===== src/rtl/multiport_register_file.sv =====
// Multi-port register file: NUM_READ combinational read ports, two write ports, optional
// write-to-read bypass and hardwired zero entry. A clear engine zeroes all entries after reset.
module multiport_register_file #(
    parameter int unsigned DATA_WIDTH = 32,
    parameter int unsigned ADDR_WIDTH = 5,
    parameter int unsigned NUM_READ   = 2,
    parameter bit          BYPASS     = 1'b1,
    parameter bit          ZERO_REG   = 1'b1
) (
    input  logic                           clk,
    input  logic                           reset_n,
    input  logic [NUM_READ*ADDR_WIDTH-1:0] read_addr,
    output logic [NUM_READ*DATA_WIDTH-1:0] read_data,
    input  logic [1:0]                     write_enable,
    input  logic [2*ADDR_WIDTH-1:0]        write_addr,
    input  logic [2*DATA_WIDTH-1:0]        write_data,
    output logic                           ready,
    output logic                           write_collision
);

    localparam int unsigned DEPTH = 2 ** ADDR_WIDTH;

    typedef logic [ADDR_WIDTH:0] ptr_t;
    typedef enum logic [0:0] {StInit, StRun} state_e;

    state_e                state_q, state_d;
    ptr_t                  clear_ptr_q, clear_ptr_d;
    logic                  collision_q, collision_d;
    logic [DATA_WIDTH-1:0] mem [DEPTH];

    logic [ADDR_WIDTH-1:0] wr_addr [2];
    logic [DATA_WIDTH-1:0] wr_data [2];
    logic [1:0]            wr_en;

    for (genvar w = 0; w < 2; w++) begin : g_wr
        assign wr_addr[w] = write_addr[w*ADDR_WIDTH +: ADDR_WIDTH];
        assign wr_data[w] = write_data[w*DATA_WIDTH +: DATA_WIDTH];
        // Writes to the hardwired zero entry are dropped before they reach storage or bypass.
        assign wr_en[w]   = write_enable[w] && (state_q == StRun) &&
                            !(ZERO_REG && (wr_addr[w] == '0));
    end

    always_comb begin
        state_d     = state_q;
        clear_ptr_d = clear_ptr_q;
        collision_d = wr_en[0] && wr_en[1] && (wr_addr[0] == wr_addr[1]);
        if (state_q == StInit) begin
            clear_ptr_d = clear_ptr_q + ptr_t'(1);
            if (clear_ptr_q == ptr_t'(DEPTH - 1)) begin
                state_d = StRun;
            end
        end
    end

    always_ff @(posedge clk) begin
        if (!reset_n) begin
            state_q     <= StInit;
            clear_ptr_q <= '0;
            collision_q <= 1'b0;
        end else begin
            state_q     <= state_d;
            clear_ptr_q <= clear_ptr_d;
            collision_q <= collision_d;
        end
    end

    // Port 1 is written last so it wins on an address clash.
    always_ff @(posedge clk) begin
        if (reset_n) begin
            if (state_q == StInit) begin
                mem[clear_ptr_q[ADDR_WIDTH-1:0]] <= '0;
            end else begin
                if (wr_en[0]) mem[wr_addr[0]] <= wr_data[0];
                if (wr_en[1]) mem[wr_addr[1]] <= wr_data[1];
            end
        end
    end

    for (genvar k = 0; k < NUM_READ; k++) begin : g_rd
        logic [ADDR_WIDTH-1:0] ra;
        logic [DATA_WIDTH-1:0] rd;

        assign ra = read_addr[k*ADDR_WIDTH +: ADDR_WIDTH];

        always_comb begin
            rd = mem[ra];
            if (BYPASS) begin
                if (wr_en[0] && (wr_addr[0] == ra)) rd = wr_data[0];
                if (wr_en[1] && (wr_addr[1] == ra)) rd = wr_data[1];
            end
            if ((ZERO_REG && (ra == '0)) || (state_q != StRun)) begin
                rd = '0;
            end
        end

        assign read_data[k*DATA_WIDTH +: DATA_WIDTH] = rd;
    end

    assign ready           = (state_q == StRun);
    assign write_collision = collision_q;

endmodule


===== config.mk =====
export PLATFORM = sky130hd
export DESIGN_NAME = multiport_register_file
export DESIGN_NICKNAME = d
export VERILOG_FILES = /design/src/rtl/multiport_register_file.sv
export SDC_FILE = /design/constraint.sdc
export NUM_CORES = 2
export LEC_CHECK = 0
export CAP_MARGIN = 10
export CORE_MARGIN = 10
export CORE_UTILIZATION = 50
export DETAILED_ROUTE_END_ITERATION = 10
export GPL_ROUTABILITY_DRIVEN = 0
export PLACE_DENSITY = 0.67
export SYNTH_ARGS = -nofsm -noshare
export SYNTH_HDL_FRONTEND = slang
export SYNTH_SLANG_ARGS = --single-unit
export TNS_END_PERCENT = 30

===== constraint.sdc =====
create_clock -name clk -period 5.2 [get_ports clk]
set_clock_uncertainty 0.1 [all_clocks]
set_input_delay 1.04 -clock clk [delete_from_list [all_inputs] [get_ports clk]]
set_output_delay 1.04 -clock clk [all_outputs]
set_load 0.02 [all_outputs]

# Word level (Yosys, flattened, before mapping)
# Memory sizes are Yosys's and may differ from the RTL's.
# Cells that the tools add are included.
[totals]
reg_bits = 8
inputBits = 88
memories = 1
wordCells = 53
output_inout_bits = 66
mem_bits_rw = 1024
[classes]
reduce_logical = 19
n_mux = 22
bitwise = 1
n_addsub = 1
eq_ne = 6
[mem_list]
columns = ["memory", "depth", "word_bits", "rd", "rd_ports_with_merged_regs", "write_ports", "line", "source"]
rows = [
  ["mem", 32, 32, 2, 0, 2, "29", "logic [DATA_WIDTH-1:0] mem [DEPTH];"],
]
[ops]
columns = ["op", "n"]
rows = [
  ["32-bit 2-to-1 mux", 7],
  ["32-bit OR reduction", 1],
  ["5-bit equality test", 5],
  ["5-bit zero test", 4],
  ["1-bit 2-to-1 mux", 14],
  ["1-bit logical AND", 10],
  ["6-bit by 1-bit adder with 6-bit output, second input constant", 1],
  ["6-bit by 5-bit equality test with 1-bit output, second input constant", 1],
  ["5-bit 2-to-1 mux", 1],
  ["1-bit zero test", 2],
  ["1-bit logical OR", 2],
  ["1-bit NOT", 1],
]

# Longest topological paths before layout
[depth]
word_depth = 9
mapped_depth = 9

# Worst setup path before layout
# Ideal clock, no wire load.
[synth_timing]
path_type = "input to register"
start = "in write_addr[3]"
end = "mem mem[15][0], enable pin"
stages = 8
t_required_ns = 4.667
slack_ns = 0.631
arrival_time_ns = 4.036
path_buffers = 3
path_cell_list = "buf_4 or3_4 o2111a_1 buf_6 buf_6 nor3_2 a41oi_2 o22ai_1"
[synth_rtl]
columns = ["element", "line", "source"]
rows = [
  ["from (decl)", "15", "input logic [2*ADDR_WIDTH-1:0] write_addr,"],
  ["to (decl)", "29", ""],
]

# Worst setup path in the final report
[layout_timing]
start = "in read_addr[8]"
end = "out read_data[38]"
[layout_between]
elab_chain_len = 5
elab_cells_between_ends = 10
[layout_rtl]
columns = ["element", "line", "source"]
rows = [
  ["from (decl)", "12", "input logic [NUM_READ*ADDR_WIDTH-1:0] read_addr,"],
  ["branches (longest 4 deep; another with memory read 32 x 32 bit)", "--", ""],
  ["32-bit 2-to-1 mux (*)", "91", "if ((ZERO_REG && (ra == '0)) || (state_q != StRun)) begin"],
  ["to (decl)", "13", "output logic [NUM_READ*DATA_WIDTH-1:0] read_data,"],
]
# Every way passes the cells marked *.

==> results_tabular.tex <==
\begin{tabular}{lr}
\hline
Metric & Value \\
\hline
\multicolumn{2}{l}{\textbf{Synthesis}} \\
Largest area contributor in the netlist & sky130\_fd\_sc\_hd\_\_edfxtp\_1 \\
Top-area cell type share of the netlist area & around half \\
Avg Synthesized Cell Area & between 10 and 15 um2 \\
Nets in the synthesized netlist & 5959 \\
Dominant cells by area after synthesis & sky130\_fd\_sc\_hd\_\_edfxtp\_1 (50\%), sky130\_fd\_sc\_hd\_\_mux2i\_1 (14\%), sky130\_fd\_sc\_hd\_\_o21ai\_0 (8.9\%) \\
Most common cell in the synthesized netlist & sky130\_fd\_sc\_hd\_\_nand2\_1 \\
Yosys cell types & a little over 70 \\
Sequential-to-total area share from yosys stat & 50.71\% \\
Cell area after technology mapping & 60950 um2 \\
Top flip-flop cell by instance count after synthesis & sky130\_fd\_sc\_hd\_\_edfxtp\_1 \\
Top cells by instance count after synthesis & sky130\_fd\_sc\_hd\_\_nand2\_1 (1097), sky130\_fd\_sc\_hd\_\_o21ai\_0 (1088), sky130\_fd\_sc\_hd\_\_edfxtp\_1 (1024) \\
Synthesized instance count & 5870 \\
Number of flip-flops and latches in the synthesized netlist & 1032 \\
Post-synth EDFFs & 1024 \\
Synth Warn \# & 0 \\
Synth async-reset ratio & 0\% \\
\multicolumn{2}{l}{\textbf{Route}} \\
Number of nets with antenna violations after routing & 0 \\
Overall routed net length & 245500 um \\
Routed via count divided by cell count & 6.923 \\
Total number of vias & 52200 \\
Post-route DRC & 0 \\
Wire length per cell after detailed routing & 32.56 um \\
Detailed router's first-iteration violation count & 7854 \\
Pre-antenna DRT Iters & 7 \\
\multicolumn{2}{l}{\textbf{Clock network}} \\
Clock sink count & 1032 \\
CTS root buffer & sky130\_fd\_sc\_hd\_\_clkbuf\_16 \\
Worst skew pair latency & 0.72 ns \\
Number of H-tree levels & 3 \\
CTS tree & done \\
Number of buffers on the longest clock path & 3 \\
Clock input transition at the sequential cells of the worst setup and hold paths & $\sim$0.06 ns \\
Total of hold buffers inserted after clock tree synthesis & 0 \\
Number of buffers created by CTS & around 110 \\
\multicolumn{2}{l}{\textbf{Timing}} \\
Unrepaired setup endpoints after global routing & yes \\
Shortest period the worst path allows & 5.265 ns \\
Remaining max-slew budget at the tightest pin & 14.28\% \\
Smallest setup slack after layout & -0.06507 ns \\
Maximum clock rate & roughly 0.19 GHz \\
Share of the clock period used by the worst path after layout & 101.3\% \\
Worst-Margin Slew & between 1 and 1.5 ns \\
Final setup violating endpoints & 5 \\
Max Transition Viols Final & 0 \\
Final hold violations & 0 \\
\multicolumn{2}{l}{\textbf{Flow run}} \\
Max-cap viol count & 0 \\
\multicolumn{2}{l}{\textbf{Pwr}} \\
Maximum resistive drop on vdd & 0.2616 mV \\
Static Leak & 25.34 nW \\
Cell internal power dissipation & roughly 14 mW \\
Pwr Density & 267.6 nW/um2 \\
Comb pwr share & under 10\% \\
Sw Pwr & 4.538 mW \\
Switching power share of the total & 24.30\% \\
Sequential fraction of design power & about half \\
Clock network power share & 43.0\% \\
\multicolumn{2}{l}{\textbf{Layout}} \\
Layout cells sized above 1 & about an eighth \\
Post-route cell area & around 70000 um2 \\
Fin nets & 5907 \\
Final-layout fill cell count & 9989 \\
P\&R area growth vs syn & 14.53\% \\
Filler-free cell count of the finished design & between 7000 and 8000 \\
\multicolumn{2}{l}{\textbf{Status}} \\
Status & complete, but fails checks \\
Violations in the final reports & negative setup slack \\
\multicolumn{2}{l}{\textbf{GRT}} \\
Global routing usage summed across all routing layers & 34.70\% \\
Vias in the first global route & 49790 \\
Global-route wire length before repair & 346700 um \\
Residual overflow from global routing & 0 \\
Pin count of the biggest net entering global routing & 65 \\
Initial antenna violation count & 17 \\
\multicolumn{2}{l}{\textbf{Setup path}} \\
Worst Path Max Fanout & 11 \\
Worst Setup Start Kind & input port \\
List of cells traversed by the critical path & clkdlybuf4s50\_1 -> buf\_4 -> nand4bb\_2 -> buf\_4 -> o22ai\_1 -> nor4\_1 -> buf\_4 -> nand4\_1 -> a22o\_1 -> clkdlybuf4s50\_1 \\
Cell with the largest stage delay on the worst path & sky130\_fd\_sc\_hd\_\_clkdlybuf4s50\_1 \\
Cell repeated most along the worst path & sky130\_fd\_sc\_hd\_\_buf\_4 \\
Kind of end point of the critical path & primary output \\
Crit Path Class & input port to primary output \\
Required time reported for the critical path endpoint & approximately 4 ns \\
Peak per-stage delay on the critical path & 0.61 ns \\
Worst EP arrival & 4.13 ns \\
\multicolumn{2}{l}{\textbf{Floorplan}} \\
Total die area & $\sim$140000 um2 \\
Core Footprint & 121400 um2 \\
Vert. Die Dim & 369.1 um \\
Boundary pin count & around 150 \\
Effective utilization at floorplan & $\sim$50\% \\
Standard-cell rows & around 130 \\
Die width & 369.1 um \\
\multicolumn{2}{l}{\textbf{Placement}} \\
Detail Placement HPWL & 153800 um \\
Post-Place Cells & 7329 \\
Placed cell area & 66060 um2 \\
Number of I/O port buffers & 153 \\
Pre-CTS setup slack & -0.09593 ns \\
\multicolumn{2}{l}{\textbf{Min path}} \\
Class of the most critical hold timing path & flip-flop to flip-flop \\
\hline
\end{tabular}
## power by group through the flow
stage	Combinational, mW	Clock, mW	Sequential (mW)
finish	1.57	8.03	9.08
global route	1.58	8.34	9.08
CTS	1.50	7.99	9.08
detailed placement	1.49	0	9.26
global placement	1.48	0	9.25
floorplan	0.853	0	9.25
## worst paths after layout
check / startpoint / endpoint / slack (ns) / depth (start not counted)
setup reg to reg: ready / mem[17][14] / 1.66 / 4
hold / removal: clear_ptr_q[5] / ready / 0.50 / 2
hold reg to reg: clear_ptr_q[5] / ready / 0.50 / 2
setup / recovery: read_addr[8] / read_data[38] / -0.07 / 10
## per-layer routing
metal | vias up | share of wire (%) | GRT usage [%]
met2 | 4387 | 42 | 51.00
met1 | 24920 | 34 | 43.21
met3 | 1109 | 15 | 11.79
met4 | 18 | 7.9 | 23.01
met5 | - | 0.11 | 0
li1 | 21770 | - | -
## sequential cells by signal, summed over array words and instances (netlist names)
name	cells
write_collision	1
ready	1
mem	1024
clear_ptr_q	6
## final cells by class
cell class                 count  area, um2  share of cell area, %
antenna                        6      15.01                0.02151
clock buffer                 133       2994                  4.289
clock inverter                71      620.6                 0.8890
inverter                      40      150.1                 0.2151
multi-input combinational   4081      27320                  39.13
sequential                  1032      30910                  44.28
tap                         1625       2033                  2.913
timing repair buffer         552       5769                  8.264
## logic make-up after synthesis
family,Yosys count,share of synthesized area [%]
compound gates,1683,15.80
simple gates,1414,10.20
flops,1032,50.71
mux,953,17.16
buf+inv,757,5.674
xor+xnor,30,0.4311
fa+ha+maj,1,0.02052
## timing repair
action,CTS,global route
resized for setup,6,20
pin swaps,0,2
cloned,0,0
buffers inserted,0,1
endpoints found under the setup margin,6,22
## critical path: cells and delay by family
kind            cells  cell delay [ns]
buf+inv             5             1.89
simple gates        3             0.80
compound gates      2             0.39
## cell usage in the layout (no fill, tap or decap), types with 32 or more instances in the layout
cell                              Yosys  final
sky130_fd_sc_hd__a21oi_1             32     32
sky130_fd_sc_hd__a221oi_1            62     62
sky130_fd_sc_hd__a22oi_1             93     93
sky130_fd_sc_hd__buf_12               0     98
sky130_fd_sc_hd__buf_4               46    305
sky130_fd_sc_hd__clkbuf_16            0    114
sky130_fd_sc_hd__clkdlybuf4s50_1      0    132
sky130_fd_sc_hd__edfxtp_1          1024   1024
sky130_fd_sc_hd__inv_1               40     40
sky130_fd_sc_hd__mux2i_1            873    873
sky130_fd_sc_hd__mux4_2              73     73
sky130_fd_sc_hd__nand2_1           1097   1097
sky130_fd_sc_hd__nand3_1             65     65
sky130_fd_sc_hd__nand4_1             37     37
sky130_fd_sc_hd__nor4_1              63     52
sky130_fd_sc_hd__o21a_1              32     32
sky130_fd_sc_hd__o21ai_0           1088   1086
sky130_fd_sc_hd__o21ai_1             36     38
sky130_fd_sc_hd__o22ai_1            269    250
## stage by stage
| stage | util (%) | setup TNS [ns] | total power, mW | hold slack, ns |
|---|---|---|---|---|
| after floorplan | - | 0 | 10.11 | 0.4638 |
| after global placement | 54.42 | -0.4066 | 10.74 | 0.4780 |
| after detailed placement | 54.42 | -0.3248 | 10.75 | 0.4964 |
| after CTS | 57.42 | 0 | 18.57 | 0.5078 |
| after global routing | 57.49 | -0.005529 | 19.00 | 0.5296 |
| final | 57.50 | -0.1566 | 18.68 | 0.5015 |
Power figures use the tool's default switching activity.
